### src/rtl/sat_bin_pkg.sv
// sat_bin_pkg
//   Shared types and helpers for the sat_bin bin-unload path.
//   - rec_type_t     : record type tag streamed with every unloaded word
//                      (also used as the phase of the unloader).
//   - unload_state_t : unloader FSM states.
//   - bin_limit()    : number of words to read for a given bin count, clamped
//                      to the highest address the RAM port can reach.
package sat_bin_pkg;

    typedef enum logic [1:0] {
        REC_CLAUSE = 2'd0,
        REC_VAR    = 2'd1,
        REC_VS     = 2'd2,
        REC_LS     = 2'd3
    } rec_type_t;

    typedef enum logic [2:0] {
        ST_IDLE    = 3'd0,
        ST_ISSUE   = 3'd1,
        ST_CAPTURE = 3'd2,
        ST_PRESENT = 3'd3,
        ST_FINISH  = 3'd4
    } unload_state_t;

    // Full-width product nb*per_bin, clamped to 2^addr_width-1. Address 0 is
    // reserved, so the last readable word sits at the clamp value itself.
    function automatic logic [31:0] bin_limit(input logic [31:0] nb,
                                              input logic [31:0] per_bin,
                                              input int          addr_width);
        logic [63:0] prod;
        logic [63:0] cap;
        prod = {32'd0, nb} * {32'd0, per_bin};
        cap  = (64'd1 << addr_width) - 64'd1;
        return (prod > cap) ? cap[31:0] : prod[31:0];
    endfunction

endpackage

### src/rtl/sat_bin_unloader.sv
// sat_bin_unloader
//   Reads back the clause, var, var-state and lvl-state BRAMs of sat_bin
//   through the external (*_ex) port set after a solve, and streams every word
//   as a typed record on a valid/ready interface.
//
//   Ports:
//     clk, rst            clock, synchronous active-high reset
//     start_i, nb_i       start pulse and bin count (sampled in IDLE only)
//     busy_o, done_o      busy from the cycle after start through done; done pulse
//     apply_ex_o          external RAM port ownership (mirrors busy_o)
//     ram_addr_*_ex_o     registered read addresses, 0 unless that RAM is active
//     ram_dout_*_ex_i     read data, valid one cycle after the address
//     out_valid_o/out_ready_i, out_type_o/out_addr_o/out_data_o
//                         record stream; data zero-extended to WIDTH_OUT
//
//   Each record takes ISSUE (address out) -> CAPTURE (dout back) -> PRESENT
//   (hold until handshake), so the stream runs at one record per 3 cycles.
module sat_bin_unloader
    import sat_bin_pkg::*;
#(
    parameter int NUM_CLAUSES_A_BIN = 8,
    parameter int NUM_VARS_A_BIN    = 8,
    parameter int WIDTH_CLAUSES     = 16,
    parameter int WIDTH_VAR         = 12,
    parameter int WIDTH_VAR_STATES  = 19,
    parameter int WIDTH_LVL_STATES  = 11,
    parameter int ADDR_WIDTH        = 9,
    parameter int WIDTH_OUT         = 19
) (
    input  logic                        clk,
    input  logic                        rst,
    input  logic                        start_i,
    input  logic [WIDTH_CLAUSES-1:0]    nb_i,
    output logic                        busy_o,
    output logic                        done_o,
    output logic                        apply_ex_o,
    output logic [ADDR_WIDTH-1:0]       ram_addr_c_ex_o,
    input  logic [WIDTH_CLAUSES-1:0]    ram_dout_c_ex_i,
    output logic [ADDR_WIDTH-1:0]       ram_addr_v_ex_o,
    input  logic [WIDTH_VAR-1:0]        ram_dout_v_ex_i,
    output logic [ADDR_WIDTH-1:0]       ram_addr_vs_ex_o,
    input  logic [WIDTH_VAR_STATES-1:0] ram_dout_vs_ex_i,
    output logic [ADDR_WIDTH-1:0]       ram_addr_ls_ex_o,
    input  logic [WIDTH_LVL_STATES-1:0] ram_dout_ls_ex_i,
    output logic                        out_valid_o,
    input  logic                        out_ready_i,
    output logic [1:0]                  out_type_o,
    output logic [ADDR_WIDTH-1:0]       out_addr_o,
    output logic [WIDTH_OUT-1:0]        out_data_o
);

    unload_state_t           state_reg, state_next;
    rec_type_t               phase_reg, phase_next;
    logic [ADDR_WIDTH-1:0]   addr_reg, addr_next;
    logic [31:0]             nc_reg, nc_next;
    logic [31:0]             nv_reg, nv_next;
    logic [31:0]             cur_limit;
    rec_type_t               out_type_reg, out_type_next;
    logic [ADDR_WIDTH-1:0]   out_addr_reg, out_addr_next;
    logic [WIDTH_OUT-1:0]    out_data_reg, out_data_next;
    logic [ADDR_WIDTH-1:0]   addr_c_reg, addr_v_reg, addr_vs_reg, addr_ls_reg;
    logic                    drive_addr;

    assign cur_limit = (phase_reg == REC_CLAUSE) ? nc_reg : nv_reg;

    always_comb begin
        state_next    = state_reg;
        phase_next    = phase_reg;
        addr_next     = addr_reg;
        nc_next       = nc_reg;
        nv_next       = nv_reg;
        out_type_next = out_type_reg;
        out_addr_next = out_addr_reg;
        out_data_next = out_data_reg;

        case (state_reg)
            ST_IDLE: begin
                if (start_i) begin
                    nc_next = bin_limit(32'(nb_i), 32'(NUM_CLAUSES_A_BIN), ADDR_WIDTH);
                    nv_next = bin_limit(32'(nb_i), 32'(NUM_VARS_A_BIN), ADDR_WIDTH);
                    if (nb_i == '0) begin
                        state_next = ST_FINISH;
                    end else begin
                        phase_next = REC_CLAUSE;
                        addr_next  = ADDR_WIDTH'(1);
                        state_next = ST_ISSUE;
                    end
                end
            end
            ST_ISSUE: begin
                state_next = ST_CAPTURE;
            end
            ST_CAPTURE: begin
                out_type_next = phase_reg;
                out_addr_next = addr_reg;
                out_data_next = '0;
                case (phase_reg)
                    REC_CLAUSE: out_data_next[WIDTH_CLAUSES-1:0]    = ram_dout_c_ex_i;
                    REC_VAR:    out_data_next[WIDTH_VAR-1:0]        = ram_dout_v_ex_i;
                    REC_VS:     out_data_next[WIDTH_VAR_STATES-1:0] = ram_dout_vs_ex_i;
                    default:    out_data_next[WIDTH_LVL_STATES-1:0] = ram_dout_ls_ex_i;
                endcase
                state_next = ST_PRESENT;
            end
            ST_PRESENT: begin
                if (out_ready_i) begin
                    // The counter walks 1..limit, so equality marks the phase end.
                    if (32'(addr_reg) != cur_limit) begin
                        addr_next  = addr_reg + ADDR_WIDTH'(1);
                        state_next = ST_ISSUE;
                    end else if (phase_reg != REC_LS) begin
                        case (phase_reg)
                            REC_CLAUSE: phase_next = REC_VAR;
                            REC_VAR:    phase_next = REC_VS;
                            default:    phase_next = REC_LS;
                        endcase
                        addr_next  = ADDR_WIDTH'(1);
                        state_next = ST_ISSUE;
                    end else begin
                        state_next = ST_FINISH;
                    end
                end
            end
            ST_FINISH: begin
                state_next = ST_IDLE;
            end
            default: begin
                state_next = ST_IDLE;
            end
        endcase
    end

    // Address ports are registered from the next-state values so they change
    // together with the FSM and never glitch through the phase decode.
    assign drive_addr = (state_next == ST_ISSUE) || (state_next == ST_CAPTURE) ||
                        (state_next == ST_PRESENT);

    always_ff @(posedge clk) begin
        if (rst) begin
            state_reg    <= ST_IDLE;
            phase_reg    <= REC_CLAUSE;
            addr_reg     <= '0;
            nc_reg       <= '0;
            nv_reg       <= '0;
            out_type_reg <= REC_CLAUSE;
            out_addr_reg <= '0;
            out_data_reg <= '0;
            addr_c_reg   <= '0;
            addr_v_reg   <= '0;
            addr_vs_reg  <= '0;
            addr_ls_reg  <= '0;
        end else begin
            state_reg    <= state_next;
            phase_reg    <= phase_next;
            addr_reg     <= addr_next;
            nc_reg       <= nc_next;
            nv_reg       <= nv_next;
            out_type_reg <= out_type_next;
            out_addr_reg <= out_addr_next;
            out_data_reg <= out_data_next;
            addr_c_reg   <= (drive_addr && phase_next == REC_CLAUSE) ? addr_next : '0;
            addr_v_reg   <= (drive_addr && phase_next == REC_VAR)    ? addr_next : '0;
            addr_vs_reg  <= (drive_addr && phase_next == REC_VS)     ? addr_next : '0;
            addr_ls_reg  <= (drive_addr && phase_next == REC_LS)     ? addr_next : '0;
        end
    end

    assign busy_o           = (state_reg != ST_IDLE);
    assign apply_ex_o       = busy_o;
    assign done_o           = (state_reg == ST_FINISH);
    assign out_valid_o      = (state_reg == ST_PRESENT);
    assign out_type_o       = out_type_reg;
    assign out_addr_o       = out_addr_reg;
    assign out_data_o       = out_data_reg;
    assign ram_addr_c_ex_o  = addr_c_reg;
    assign ram_addr_v_ex_o  = addr_v_reg;
    assign ram_addr_vs_ex_o = addr_vs_reg;
    assign ram_addr_ls_ex_o = addr_ls_reg;

endmodule

### config.mk
export PLATFORM = sky130hd
export DESIGN_NAME = sat_bin_unloader
export DESIGN_NICKNAME = d
export VERILOG_FILES = /design/src/rtl/sat_bin_pkg.sv /design/src/rtl/sat_bin_unloader.sv
export SDC_FILE = /design/constraint.sdc
export NUM_CORES = 1
export LEC_CHECK = 0
export CORE_ASPECT_RATIO = 1.25
export CORE_MARGIN = 2
export CORE_UTILIZATION = 45
export DETAILED_ROUTE_END_ITERATION = 8
export HOLD_SLACK_MARGIN = 0.03
export PLACE_DENSITY = 0.82
export SLEW_MARGIN = 25
export SYNTH_ARGS = -nofsm -noshare
export SYNTH_HDL_FRONTEND = slang
export SYNTH_SLANG_ARGS = --single-unit
### constraint.sdc
create_clock -name clk -period 5.3 [get_ports clk]
set_input_delay 1.06 -clock clk [delete_from_list [all_inputs] [get_ports clk]]
set_output_delay 1.06 -clock clk [all_outputs]
set_load 0.1 [all_outputs]
After elaboration in Yosys (flattened, before gate mapping)
Cells that the tools add are included.
{"block": "classes", "reduce_logical": 16, "n_lt_le_gt_ge": 1, "muxes": 24, "n_addsub": 1, "bitwise": 4, "n_eq_ne": 14}
{"op": "9-bit 2-to-1 mux", "count": 5}
{"op": "11-bit one-hot mux with 3 select lines", "count": 1}
{"op": "9-bit by 32-bit != test with 1-bit output", "count": 1}
{"op": "19-bit by 9-bit > comparator with 1-bit output, second input constant", "count": 1}
{"op": "19-bit 2-to-1 mux", "count": 1}
{"op": "3-bit 2-to-1 mux", "count": 6}
{"op": "9-bit one-hot mux with 2 select lines", "count": 1}
{"op": "16-bit logical NOT", "count": 1}
{"op": "3-bit by 2-bit == test with 1-bit output, second input constant", "count": 4}
{"op": "3-bit one-hot mux with 4 select lines", "count": 1}
{"op": "2-bit 2-to-1 mux", "count": 5}
{"op": "9-bit by 1-bit adder with 9-bit output, second input constant", "count": 1}
{"op": "2-bit one-hot mux with 2 select lines", "count": 2}
{"op": "4-bit one-hot mux with 2 select lines", "count": 1}
{"op": "2-bit OR reduction", "count": 4}
{"op": "2-bit == test, second input constant", "count": 3}
{"op": "3-bit by 1-bit == test with 1-bit output, second input constant", "count": 2}
{"op": "2-bit by 1-bit == test with 1-bit output, second input constant", "count": 2}
{"op": "1-bit logical AND", "count": 4}
{"op": "2-bit logical NOT", "count": 2}
{"op": "1-bit inverter", "count": 4}
{"op": "3-bit == test, second input constant", "count": 1}
{"op": "3-bit logical NOT", "count": 1}
{"op": "1-bit one-hot mux with 3 select lines", "count": 1}
{"op": "other kinds (4)", "count": 5}
{"block": "word_totals", "out_inout_bits": 70, "register_bits": 112, "input_bits": 78, "wordCells": 71}

Logic depth before layout (Yosys ltp)
Gate-level depths: netlist of the first run.
{"block": "depth", "ltp_word": 11, "depth_mapped": 8, "mapped_depth_nobuf": 7}

Worst setup path before layout of the first run
No wires, ideal clock.
{"block": "synth_timing", "path_kind": "register to output", "from": "register state_reg[0]", "to": "output done_o", "setup_slack_ns": 1.600, "arrival_time_ns": 2.640, "stages_incl_launch_ff": 3, "t_required_ns": 4.240, "n_path_buf": 1, "path_cell_list": "dfxtp_1 > buf_2 > nor3b_1"}
{"block": "synth_via", "elab_chain_cells": 1}
{"item": "start: declaration", "line": "sat_bin_unloader.sv:52", "rtl": "unload_state_t state_reg, state_next;"}
{"item": "start signal: assignment", "line": "sat_bin_unloader.sv:153", "rtl": "state_reg <= state_next;"}
{"item": "3-bit == test", "line": "sat_bin_unloader.sv:170", "rtl": "assign done_o = (state_reg == ST_FINISH);"}
{"item": "end: declaration", "line": "sat_bin_unloader.sv:35", "rtl": "output logic done_o,"}
Every way passes these cells.

Worst setup path in the final report of the first run
{"block": "layout_timing", "from": "register state_reg[1]", "to": "output out_valid_o"}
{"block": "layout_via", "elab_chain_cells": 1}
{"item": "3-bit by 2-bit == test with 1-bit output", "line": "sat_bin_unloader.sv:171", "rtl": "assign out_valid_o = (state_reg == ST_PRESENT);"}
{"item": "end: declaration", "line": "sat_bin_unloader.sv:45", "rtl": "output logic out_valid_o,"}
Every way passes these cells.

==> summary.md, run 1 <==
By area the synthesized netlist is led by sky130_fd_sc_hd__dfxtp_1 50%, sky130_fd_sc_hd__nor2_1 6.6%, sky130_fd_sc_hd__mux4_2 6.4%, sky130_fd_sc_hd__nand2_1 6.0%, sky130_fd_sc_hd__a21oi_1 4.1%. The count of buffer and inverter cells on the critical path came out at 2. The clock slew seen by the registers of the worst setup and hold paths was 100 ps. The tools report the number of global-route vias before repair as 3575. Level count of the clock H-tree: 3. In this run the core area contains 37 standard-cell rows. Of the cells placed in the final design, the portion with a size suffix greater than 1 is 8.16%. At the pin with the least slew margin, the transition time is 1000 ps. Setup repair after global routing left no endpoint under its margin.

The power density over the cells is 271 mW/mm^2. In this run the cell area measured after placement is 0.00539 mm^2. The cell family contributing the most delay on the critical path is buffers and inverters. The critical path is of the flop to primary output type. The clock tree root buffer cell is sky130_fd_sc_hd__clkbuf_8. Prevailing post-synth register cell: sky130_fd_sc_hd__dfxtp_1. Total clock buffers created by CTS: 9. During placement, the flow inserted port buffers numbering 147. CTS saw 97 sinks. The pre-antenna-repair detailed-routing pass consisted of 4 iterations.

The final count of negative-setup-slack endpoints was 0; the required time of the worst setup path was 4240 ps. Global routing used 24.7% of the available met1 tracks. The number of setup buffers added after CTS is 0. The count of nets left with antenna violations once routing finished came out at 0. The top fanout value on the critical path came out at 9. The routability-driven placement congestion ratio came out at 0.922. The switching share of power is 31.5%.

Summed over all cells, the static leakage comes to 1.92 nW. Across all hold checks on the routed design, the worst slack comes to 461 ps. Global routing used 39.6% of the available met2 tracks. The run gives 221 as the number of DRC markers in iteration 0. Summed over all nets, the switching power comes to 0.477 mW. The run gives 67.2% as the fraction of the core area covered by cells at the end of the flow. STA classifies the critical path endpoint as a primary output. The worst path needs 3650 ps of the cycle, external delays included. The critical path goes through nand3b_1 > inv_1 > clkdlybuf4s50_1. 148 I/O pins were placed. The floorplan die width was 87.2 um; the starting utilization of the core area was 46.7%. The tool flagged a number of max-cap violations equal to 0. The cell total after placement was 645. For the largest net degree at the start of global routing, the log shows 53. Each instance of the synthesized netlist takes up on average 9.19 um^2.

For the worst setup slack after placement, the log shows 1990 ps. The post-synthesis to final-layout area growth was 43.7%. Counting flops with a built-in enable in the synthesized netlist gives 0.

Max-slew violation count: 0. The ratio of final minimum period to clock period was 68.9%; the number of antenna violations at the first check in global routing was 0. Hold repair after CTS inserted 0 buffers. For this run, the register share of the synthesized area comes to 49.9%.

The run gives 503 as the number of nets produced by synthesis. The worst setup path is launched from a flop. After detailed routing, the number of remaining DRC violations is 0. The run gives 0.00560 mm^2 as the summed area of non-filler cells in the final layout.

The cell depth of the worst setup path is 3, and the wire length per cell after detailed routing is 15.6 um. The logs give 0 for the sum of overflow across all layers after global routing and 274 MHz for the fmax. The cell count after synthesis came out at 424. The logs give 31.2% for the clock network fraction of total power and 0.00942 mm^2 for the floorplan die area. The top-area cell type share of the netlist area is 49.9%, and the worst-case reg-to-reg path depth is 6. After synthesis the cells add up to 0.00389 mm^2.

The proportion of register bits with asynchronous set or reset after synthesis was 0%; the total detailed-routing wirelength was 10300 um. Measured along the y axis, the die boundary spans 108 um. The count of state elements after synthesis is 97. Met3 layer usage reported by global route: 5.19%. The class of the most critical hold timing path was flop to flop. The final worst slack is 1650 ps. Clock skew on the completed layout was measured at 14.0 ps. The share of total power in sequential cells is 50.2%, and the number of flip-flops in the largest register is 19.

The clock passes through at most 2 buffers. The global routing stage identified its most utilized layer as met2. In this run, post-CTS repair resized a total of 0 instances. The library cells used most frequently in the layout, excluding fill and tap cells, are 146 x sky130_fd_sc_hd__clkdlybuf4s50_1, 97 x sky130_fd_sc_hd__dfxtp_1, 69 x sky130_fd_sc_hd__nor2_1. The final-stage net count was 638. Measured against its own limit, the worst slew margin works out to 32.8%. Adding up every negative setup slack in the final design gives 0 ps.

Global routing used 22.6% of the available tracks across all layers. Capture instance of the worst register-to-register path: ram_addr_v_ex_o[2]. The data arrival time of the worst path came out at 2590 ps. For the worst supply voltage drop on vdd, the log shows 0.139 mV.

The slowest stage of the critical path belongs to the cell sky130_fd_sc_hd__clkdlybuf4s50_1. For this run, the number of Yosys warnings is 0. The share of total power dissipated in combinational logic is 18.6%.

The synthesized design spends more area on one cell type than any other, namely sky130_fd_sc_hd__dfxtp_1. The total power consumption of the routed design is 1.52 mW, and the final cell count without fillers is 661. Most common cell after layout, fill and taps aside: sky130_fd_sc_hd__clkdlybuf4s50_1. Internal power comes to 1.04 mW.

The run gives 3564 as the routed via count. Worst reg-to-reg setup slack: 2800 ps. In this run, distinct cell masters in the synthesized netlist total 50.

The standard cell core area came out at 0.00833 mm^2. The first-pass GRT wire length came out at 16600 um. Dividing the detail-routed via count by the number of cells gives 5.39. The clock reaches the later pin of the worst-skew pair after 370 ps.

The start of the worst register-to-register path is addr_reg[4]. 0 antenna diodes ended up in the layout. The flow ran to the end, and the final reports show no timing, DRC or antenna violations.

The tools report the total half-perimeter wirelength after legalization and detailed placement as 7630 um. In this design, the stage delay of the slowest critical-path cell is 1180 ps. The total count of hold-check failures in the final report was 0. The most critical setup path has its startpoint at state_reg[1].

The capturing instance or port of the critical path was out_valid_o. TritonCTS built the clock tree.
## kinds of logic (layout without fill, tap and decap cells)
group / Yosys count / in the layout / synth area share, %
AND/OR/NAND/NOR: 209 / 209 / 25.9
XOR/XNOR: 7 / 7 / 1.57
multiplexers: 17 / 17 / 8.03
adder cells (fa/ha/maj): 1 / 1 / 0.321
buffers and inverters: 29 / 169 / 3.24
AO/OA/AOI/OAI: 64 / 64 / 11.1
flip-flops: 97 / 97 / 49.9
## layout make-up
type                            instances  area, um^2
Fill cell                             659        2740
Sequential cell                        97        1940
Multi-Input combinational cell        298        1830
Timing Repair Buffer                  150        1490
Clock buffer                            9         124
Tap cell                               97         121
Clock inverter                          7        81.3
Inverter                                3        11.3
## worst min-delay path, stage by stage (launching register included)
cell	delay (ps)
sky130_fd_sc_hd__dfxtp_1	320
sky130_fd_sc_hd__nand2_1	50
sky130_fd_sc_hd__a21oi_1	50
## cells in the mapped netlist (all sizes together), types with 2 or more instances
master and count:
a211oi 4, mux4 11, nor4 10, a21oi 32, mux2i 5, nand4 2, nor2 69, nor3 26
nand3 10, o21ai 10, xnor2 6, dfxtp 97, a31oi 6, inv 3, clkbuf 16, o211ai 4
and3 3, nor3b 2, a32oi 3, and2 13, or3 4, nand2 62, buf 10
## metal layers
layer	vias to the layer above	share of wire, %	wire (um)
li1	1745	-	-
met1	1620	38	3880
met2	170	51	5300
met3	29	7.4	766
met4	0	3.7	387
met5	-	0	0
## worst min path at each step
stage	from	to	slack, ps	depth (start not counted)
floorplan	nv_reg[11]	nv_reg[11]	430	1
global placement	out_data_o[7]	out_data_o[7]	440	2
detailed placement	out_data_o[16]	out_data_o[16]	450	2
CTS	out_data_o[16]	out_data_o[16]	460	2
global route	nv_reg[13]	nv_reg[13]	480	1
finish	out_data_o[16]	out_data_o[16]	460	2
## power groups by stage
stage	sequential [mW]	clock [mW]	combinational, mW
after CTS	0.761	0.478	0.283
final	0.761	0.472	0.282
after detailed placement	0.778	0	0.281
after floorplan	0.838	0	0.118
after global routing	0.764	0.506	0.300
after global placement	0.776	0	0.276
No activity file was read; power rests on OpenSTA's default activity.
==> run 2: changes to the inputs <==
CORE_UTILIZATION = 40   (was 45)
PLACE_DENSITY = 0.77   (was 0.82)
clock period = 3 ns   (was 5.3 ns; I/O delays follow)
==> run 2 against run 1 <==
  * Design area is 1.0% higher
  * Count of clock-buffer cells in the layout is the same
  * First-iteration DRC count down 34%
  * Final cell count is 6.1% higher
  * Hold slack lost 5.2 ps
  * Global-route usage is 1.7 points lower
  * Register-to-register slack worse by 2300 ps
  * Non-clock buffer count up 11
  * Via count increased by 0.62%
  * Setup slack got worse by 1100 ps
  * Clock skew is 5.5 ps lower
  * Largest power group unchanged
  * Highest routed layer unchanged
==> summary.md, run 2 (synthesized netlist as in run 1, its figures left out) <==
The floorplan step defined a die boundary enclosing 0.0105 mm^2. Across the run, the number of max-cap violations was 0. After routing, the total negative slack on setup checks comes to 0 ps. Setup repair after global routing left no endpoint under its margin. The register with the most flip-flops in the layout has 19 of them. The area growth from synthesis to layout is 45.2%. The filler cells instantiated in the layout total 809. After clock tree synthesis, the clock-pin slew on the worst setup and hold paths is 70 ps. The slew at the pin closest to its max-slew limit was 802 ps; the data arrival time of the worst path was 2710 ps. The power density over the cells is 535 mW/mm^2. The average vias per placed instance is 5.12. Summed over all nets, the switching power comes to 0.860 mW. The share of total power in sequential cells came out at 44.5%. Fmax: 401 MHz. The tree is rooted in a sky130_fd_sc_hd__clkbuf_16.

The tools report the capturing element type of the critical path as a flop. The die is 114 um tall. The class of the most critical hold timing path is flop to flop.

The ratio of final minimum period to clock period is 83.1%. The run finished with clean final reports. TritonCTS built the clock tree. The tools report the nature of the critical path startpoint as a flop. Hold timing on the final database bottoms out at a slack of 456 ps. Excluding fillers, the count of instances in the completed layout stands at 701. The logs give 4 for the first-pass iteration count of the detailed router and 0 for the number of hold buffers added after CTS. The total count of hold-check failures in the final report was 0; the area occupied by multi-input gates was 0.00183 mm^2. The routed layout has 3586 vias.

The total routing usage reported by global routing is 20.8%. The number of global-route vias before repair was 3643; the final count of negative-setup-slack endpoints was 0. Standard cell core area: 0.00956 mm^2.

In this run the tool buffered the top-level ports with 147 buffer cells. I/O pin count: 148. Worst reg-to-reg setup slack: 510 ps. Summed over all layers, the global routing overflow is 0. The number of gates resized after CTS is 0. The clock net in this run drives a total of 97 sinks.

The total half-perimeter wirelength after legalization and detailed placement was 8010 um; the max-slew violation count was 0. The run gives 0 as the number of antenna violations at the first check in global routing. The H-tree was split into 3 levels. For this configuration, the core starts out at a cell density of 40.7%. The worst pin sits at a relative slew slack of 46.1%. In the final routed layout, each cell accounts on average for 15.0 um. The total detailed-routing wirelength was 10500 um. The number of DRC violations after detailed routing was 0; the count of inserted antenna diode cells was 0.

At the worst endpoint, the required time is 3220 ps. The setup path with the least slack is of type flop to flop. The tools report the clock network fraction of total power as 39.0%. Of all nets on the critical path, the largest fanout is 6. Once detail routing completed, the nets flagged for antenna violations numbered 0.

Routability-driven placement finished with a final weighted congestion of 0.918. The clock period minus worst slack is 2490 ps, and the share of cells above drive strength 1 is 22.1%. The tools report the number of DRC markers in iteration 0 as 145.

IR analysis of the VDD net gives a maximum drop of 0.262 mV. The final layout contains 649 nets. The logs give 59.1% for the fraction of the core area covered by cells at the end of the flow and 2 for the buffer depth of the longest clock path. Registers take 0.00194 mm^2. In this run the post-CTS setup repair buffer count came out at 0. After detailed placement, the design holds a cell count of 685.

The clock latency on the worst-skew pair was 350 ps. Entering global routing, the biggest net connects 45 pins. The number of core rows was 40; the switching share of power was 28.4%. Combinational logic burns 16.6% of the power. In this run the static leakage power is 2.16 nW.

Most common cell after layout, fill and taps aside: sky130_fd_sc_hd__dfxtp_1. The first-pass GRT wire length is 17100 um, and the internal power component is 2.17 mW. The die is 92.3 um wide. On the final layout, the worst clock skew is 8.54 ps. In the layout the commonest cells are 97 x sky130_fd_sc_hd__dfxtp_1, 84 x sky130_fd_sc_hd__buf_4, 76 x sky130_fd_sc_hd__clkdlybuf4s50_1. The number of clock buffers added by TritonCTS is 9.
## run 2: path summary, 6_finish.rpt
check | from | endpoint | cells past startpoint
setup / recovery | nv_reg[11] | ram_addr_c_ex_o[1] | 6
hold / removal | out_addr_o[5] | out_addr_o[5] | 2
setup reg to reg | nv_reg[11] | ram_addr_c_ex_o[1] | 6
hold reg to reg | out_addr_o[5] | out_addr_o[5] | 2
## run 2: power groups by stage
stage                     clock [mW]  combinational [mW]  sequential, mW
after floorplan                    0               0.208            1.48
final                           1.18               0.502            1.35
after global placement             0               0.497            1.37
after detailed placement           0               0.503            1.37
after CTS                       1.20               0.504            1.35
after global routing            1.26               0.535            1.35
## run 2: cell type report
cell class | instances | area share, %
clock buffer | 9 | 3.98
clock inverter | 7 | 1.59
inverter | 3 | 0.199
multi-input combinational | 298 | 32.4
sequential | 97 | 34.3
tap | 126 | 2.79
timing repair buffer | 161 | 24.7
## run 2: worst max-delay path, cell delays in order (launching register included)
cell	delay (ps)
sky130_fd_sc_hd__dfxtp_1	310
sky130_fd_sc_hd__nor4_1	330
sky130_fd_sc_hd__nand4_1	330
sky130_fd_sc_hd__nor3_1	710
sky130_fd_sc_hd__nor2_1	150
sky130_fd_sc_hd__a32oi_1	410
sky130_fd_sc_hd__nor2_1	120
## run 2: metrics by stage
stage	total power [mW]	worst slack, ps	instance area [um^2]
floorplan	1.69	603	3900
global placement	1.87	308	5340
detailed placement	1.88	270	5340
CTS	3.05	552	5650
global route	3.14	230	5650
finish	3.03	508	5650
## run 2: routing by layer
| layer | vias to the layer above | track usage (%) | share of wire (%) |
|---|---|---|---|
| met5 | - | 0 | 0 |
| met4 | 0 | 10.1 | 2.5 |
| met1 | 1654 | 22.4 | 37 |
| met2 | 143 | 38.6 | 53 |
| li1 | 1768 | - | - |
| met3 | 21 | 4.41 | 7.1 |
